File: config.mk
export PLATFORM = sky130hd
export DESIGN_NAME = reset_out_ctrl
export DESIGN_NICKNAME = d
export VERILOG_FILES = /design/src/rtl/reset_out_ctrl.sv
export SDC_FILE = /design/constraint.sdc
export NUM_CORES = 1
export LEC_CHECK = 0
export CAP_MARGIN = 20
export CORE_UTILIZATION = 40
export DETAILED_ROUTE_END_ITERATION = 10
export PLACE_DENSITY = 0.69
export SKIP_CTS_REPAIR_TIMING = 1
export SLEW_MARGIN = 15
export SYNTH_ARGS = -nofsm -noshare
export SYNTH_HDL_FRONTEND = slang
export SYNTH_SLANG_ARGS = --single-unit
File: constraint.sdc
create_clock -name clk -period 1.35 [get_ports clk]
set_input_delay 0.27 -clock clk [delete_from_list [all_inputs] [get_ports clk]]
set_output_delay 0.27 -clock clk [all_outputs]
set_load 0.05 [all_outputs]
File: src/rtl/reset_out_ctrl.sv
// Receive-side reset sequencer: RESET IN -> stretched RESET OUT, bus drain, PC vector load, run.
// Optional watchdog reset is built when the RST_WDT_EN macro is defined.
module reset_out_ctrl #(
    parameter int                HOLD_CYC  = 8,
    parameter int                DRAIN_MAX = 16,
    parameter int                ADDR_W    = 8,
    parameter logic [ADDR_W-1:0] RST_VEC   = '0,
    parameter int                WDT_CYC   = 255
) (
    input  logic              clk,
    input  logic              Rst,
    input  logic              bus_idle,
    input  logic              sw_rst_req,
    input  logic              wdt_kick,
    output logic              rst_out,
    output logic              pc_load,
    output logic [ADDR_W-1:0] pc_vec,
    output logic              core_en,
    output logic              sw_rst_ack,
    output logic [1:0]        rst_cause,
    output logic              drain_to
);

    localparam int HOLD_W  = $clog2(HOLD_CYC + 1);
    localparam int DRAIN_W = $clog2(DRAIN_MAX + 1);

    localparam logic [1:0] CAUSE_HARD = 2'b01;
    localparam logic [1:0] CAUSE_SW   = 2'b10;

    typedef enum logic [2:0] {
        S_ASSERT,
        S_HOLD,
        S_DRAIN,
        S_BOOT,
        S_RUN
    } state_t;

    state_t             state_q, state_d;
    logic [HOLD_W-1:0]  hold_q, hold_d;
    logic [DRAIN_W-1:0] drain_q, drain_d;
    logic [1:0]         cause_q, cause_d;
    logic               dto_q, dto_d;
    logic               ack_q, ack_d;

`ifdef RST_WDT_EN
    localparam int WDT_W = $clog2(WDT_CYC + 1);
    localparam logic [1:0] CAUSE_WDT = 2'b11;
    logic [WDT_W-1:0] wdt_q, wdt_d;
`else
    logic unused_kick;
    assign unused_kick = wdt_kick;
`endif

    always_ff @(posedge clk) begin
        if (Rst) begin
            state_q <= S_ASSERT;
            hold_q  <= '0;
            drain_q <= '0;
            cause_q <= CAUSE_HARD;
            dto_q   <= 1'b0;
            ack_q   <= 1'b0;
`ifdef RST_WDT_EN
            wdt_q   <= '0;
`endif
        end else begin
            state_q <= state_d;
            hold_q  <= hold_d;
            drain_q <= drain_d;
            cause_q <= cause_d;
            dto_q   <= dto_d;
            ack_q   <= ack_d;
`ifdef RST_WDT_EN
            wdt_q   <= wdt_d;
`endif
        end
    end

    // Counters default to zero so each one restarts cleanly on entry to its state.
    always_comb begin
        state_d = state_q;
        hold_d  = '0;
        drain_d = '0;
        cause_d = cause_q;
        dto_d   = dto_q;
        ack_d   = 1'b0;
`ifdef RST_WDT_EN
        wdt_d   = '0;
`endif
        case (state_q)
            S_ASSERT: state_d = S_HOLD;
            S_HOLD: begin
                if (hold_q == HOLD_W'(HOLD_CYC - 1)) begin
                    state_d = S_DRAIN;
                end else begin
                    hold_d = hold_q + 1'b1;
                end
            end
            S_DRAIN: begin
                if (bus_idle) begin
                    state_d = S_BOOT;
                end else if (drain_q == DRAIN_W'(DRAIN_MAX - 1)) begin
                    state_d = S_BOOT;
                    dto_d   = 1'b1;
                end else begin
                    drain_d = drain_q + 1'b1;
                end
            end
            S_BOOT: state_d = S_RUN;
            S_RUN: begin
                // Software request outranks a coincident watchdog expiry.
                if (sw_rst_req) begin
                    state_d = S_HOLD;
                    cause_d = CAUSE_SW;
                    ack_d   = 1'b1;
                end
`ifdef RST_WDT_EN
                else if (!wdt_kick && wdt_q == WDT_W'(WDT_CYC - 1)) begin
                    state_d = S_HOLD;
                    cause_d = CAUSE_WDT;
                end else if (!wdt_kick) begin
                    wdt_d = wdt_q + 1'b1;
                end
`endif
            end
            default: state_d = S_ASSERT;
        endcase
    end

    assign rst_out    = (state_q == S_ASSERT) || (state_q == S_HOLD) || (state_q == S_DRAIN);
    assign pc_load    = (state_q == S_BOOT);
    assign core_en    = (state_q == S_RUN);
    assign pc_vec     = RST_VEC;
    assign sw_rst_ack = ack_q;
    assign rst_cause  = cause_q;
    assign drain_to   = dto_q;

endmodule
==> summary.txt, run 1 <==
Floorplan
  – Initial core utilization: 0.448
  – Row cnt: 14
  – Chip width: 44 um
  – Core Region: roughly 1600 sq um
  – DIE AREA: between 1500 and 2000 sq um
  – Num ports: 20
  – Die H: about 44 um

Yosys
  – Post-synth ARST share: 0
  – Most frequent cell after synthesis: dfxtp_1
  – Top post-synthesis cells by count: dfxtp_1, nor2_1, buf_4
  – Avg Cell Area, Syn: approximately 9.2 sq um
  – Yosys reg bits: 16
  – Post-synthesis sequential area ratio: 0.454
  – Area leader, netlist: dfxtp_1
  – Warnings, synthesis: 0
  – Synth unique cells: 26
  – Post-Syn Area: about 700 sq um
  – Post-synth top area share: 0.454
  – Post-synth EDFFs: 0
  – Ranking of synthesized cells by area: dfxtp_1, buf_4, nor2_1, ha_1, and3b_1
  – Top FF cell, synth: dfxtp_1
  – Synth Instances: 77

Pwr
  – Max rail drop VDD: around 0.66 mV
  – Pwr/cell area: 825 nW/um^2
  – Leak: approximately 0.44 nW
  – Tot Pwr: slightly below 900 uW

GRT
  – Vias in the first global route: 490
  – First-pass GRT wire length: between 2 and 2.5 mm
  – Initial antenna violation count: 0
  – Largest net degree at the start of global routing: 10
  – Global route total overflow: 0
  – All-Layer GR Usage: 0.151

Critical path
  – Worst EP arrival: between 1.5 and 2 ns
  – Critical R2R Launch: hold_q[0]$_SDFF_PP0_
  – Worst reg2reg path endpoint: hold_q[3]$_SDFF_PP0_
  – Crit Path Max Fanout: 4
  – Crit end category: flop
  – Reg2Reg Setup Slack: -0.02 ns
  – Startpoint Class: flop
  – Critical path type: flop to flop
  – CP Data Required Time: roughly 1.6 ns
  – R2R depth: 4

Route
  – Routed length on met2: 726 um
  – Wl on met1: between 500 and 600 um
  – Number of vias per cell: 4.98
  – Met3 WL: 43 um
  – DR WL/cell: 11.7 um
  – Drt pass-1 iters: 5
  – Highest Signal Layer: met4
  – 1st-iter DRT viols: 10
  – Routed vias: 573
  – Antenna viol nets, final: 0
  – Routed WL: between 1 and 1.5 mm
  – DRC Markers: 0

Clocking
  – Clock root buffer: clkbuf_4
  – Reg clk slew, reported paths: approximately 0.09 ns
  – CTS buffer count: 3
  – Clock sink total: 16
  – Clock Tree Buf Depth: 2
  – Htree depth: 1
  – CTS tree: yes
  – Worst-skew pair later-pin latency: approximately 0.28 ns

Cells and area
  – FILL cells: between 100 and 150
  – Share of cells above drive strength 1: 0.455
  – Layout net count: ~110
  – Synthesis-to-layout area growth: 53.7%
  – Final instance area: about 1100 sq um
  – Diode count: 0

Placement
  – PortBufs: 10
  – Placed inst area: approximately 900 sq um
  – RePlAce Congestion: a little under 0.7
  – Dpl hpwl: just over 900 um

Status
  – Status: complete, but fails checks
  – Failing checks: negative setup slack

Timing
  – Slew Viols, Final: 0
  – Setup violators final: 5
  – Endpoints failing hold: 0
  – Post-route minimum period: between 1 and 1.5 ns
  – Max frequency: about 730 MHz
  – RSZ-0062 raised after global routing: true
  – Post-route setup slack: -0.0175 ns
  – Setup TNS: -0.0510 ns
  – Clock skew: 0.000894 ns
  – Period Utilization, post-route: 1.01

Flow run
  – Maxcap violations: 0

Min path
  – Min-Delay Endpoint: hold_q[0]$_SDFF_PP0_
  – Hold path cells: 1
  – Hold Path Class: flop to flop
  – Hold path startpoint: hold_q[0]$_SDFF_PP0_
==> flip-flops by register name, indices dropped and copies added (netlist names) <==
signal / cells
rst_cause: 2
sw_rst_ack: 1
drain_to: 1
hold_q: 4
drain_q: 5
state_q: 3
==> metrics by stage <==
stage           util  setup slack (ns)  instances  hold WS [ns]
6_report       0.688           -0.0175        115         0.449
5_1_grt        0.688           -0.0613        115         0.463
4_1_cts        0.593            -0.202        109         0.462
3_5_place_dp   0.570            -0.164        105         0.446
3_3_place_gp   0.570           -0.0843        105         0.430
2_1_floorplan      -           -0.0903         84         0.407
==> layout by cell type, fill, tap and decap left out, drive strengths merged, types with 2 or more instances in the layout <==
cell type,n
inv,4
a31oi,2
clkbuf,4
xnor2,2
nand3,2
nor3b,2
clkdlybuf4s50,3
dfxtp,16
and3,2
xor2,2
nand2b,2
conb,8
buf,17
a21oi,3
nor2,14
and3b,2
ha,3
nand2,2
o21ai,2
==> how the worst max path moves through the flow <==
stage	end	cells after the start	start
global route	drain_q[0]$_SDFF_PP0_	6	drain_q[1]$_SDFF_PP0_
detailed placement	drain_q[3]$_SDFF_PP0_	6	drain_q[0]$_SDFF_PP0_
CTS	pc_load	2	state_q[1]$_SDFFE_PP0P_
floorplan	rst_cause[0]$_SDFFE_PP1P_	3	state_q[2]$_SDFFE_PP0P_
finish	hold_q[3]$_SDFF_PP0_	4	hold_q[0]$_SDFF_PP0_
global placement	hold_q[3]$_SDFF_PP0_	3	Rst
==> worst max-delay path: stages (launching register included) <==
cell	delay (ns)
dfxtp_4	0.37
ha_4	0.16
and3b_2	0.20
or4_4	0.46
nor2_2	0.12
==> where the power goes <==
part	leakage [nW]	internal, mW	switching [mW]
registers	0.134	0.473	0.00936
logic	0.289	0.0272	0.0734
clock network	0.0210	0.164	0.148
total	0.444	0.664	0.231
==> cells by family after synthesis <==
logic type,synth area share
other,0.00531
flip-flops,0.454
AND/OR/NAND/NOR,0.241
XOR/XNOR,0.0497
AO/OA/AOI/OAI,0.0745
adder cells (fa/ha/maj),0.0532
buffers and inverters,0.122
==> per-layer routing <==
layer | track usage | up-vias
met5 | 0 | -
met4 | 0.0727 | 0
met3 | 0.0500 | 2
met2 | 0.262 | 17
met1 | 0.165 | 270
li1 | - | 284
==> cell type report <==
| type | count | area [sq um] | area share |
|---|---|---|---|
| sequential | 16 | 339 | 0.313 |
| tap | 16 | 20.0 | 0.0185 |
| timing repair buffer | 21 | 258 | 0.238 |
| inverter | 4 | 15.0 | 0.0138 |
| multi-input combinational | 54 | 417 | 0.384 |
| clock buffer | 4 | 36.3 | 0.0334 |
Note: power is estimated with default switching activity, not from simulation.
==> inputs of run 2 (changes only) <==
--- a/config.mk
+++ b/config.mk
@@ -10,7 +10,7 @@
 export DETAILED_ROUTE_END_ITERATION = 10
 export PLACE_DENSITY = 0.69
 export SKIP_CTS_REPAIR_TIMING = 1
-export SLEW_MARGIN = 15
+export SLEW_MARGIN = 20
 export SYNTH_ARGS = -nofsm -noshare
 export SYNTH_HDL_FRONTEND = slang
 export SYNTH_SLANG_ARGS = --single-unit
==> results of run 2 <==
No change in the layout: final DEF, timing and power equal those of run 1.
==> inputs of run 3 (changes only) <==
--- a/config.mk
+++ b/config.mk
@@ -7,6 +7,7 @@
 export LEC_CHECK = 0
 export CAP_MARGIN = 20
 export CORE_UTILIZATION = 40
+export CTS_CLUSTER_SIZE = 12
 export DETAILED_ROUTE_END_ITERATION = 10
 export PLACE_DENSITY = 0.69
 export SKIP_CTS_REPAIR_TIMING = 1
==> results of run 3 <==
No change in the layout: final DEF, timing and power equal those of run 1.
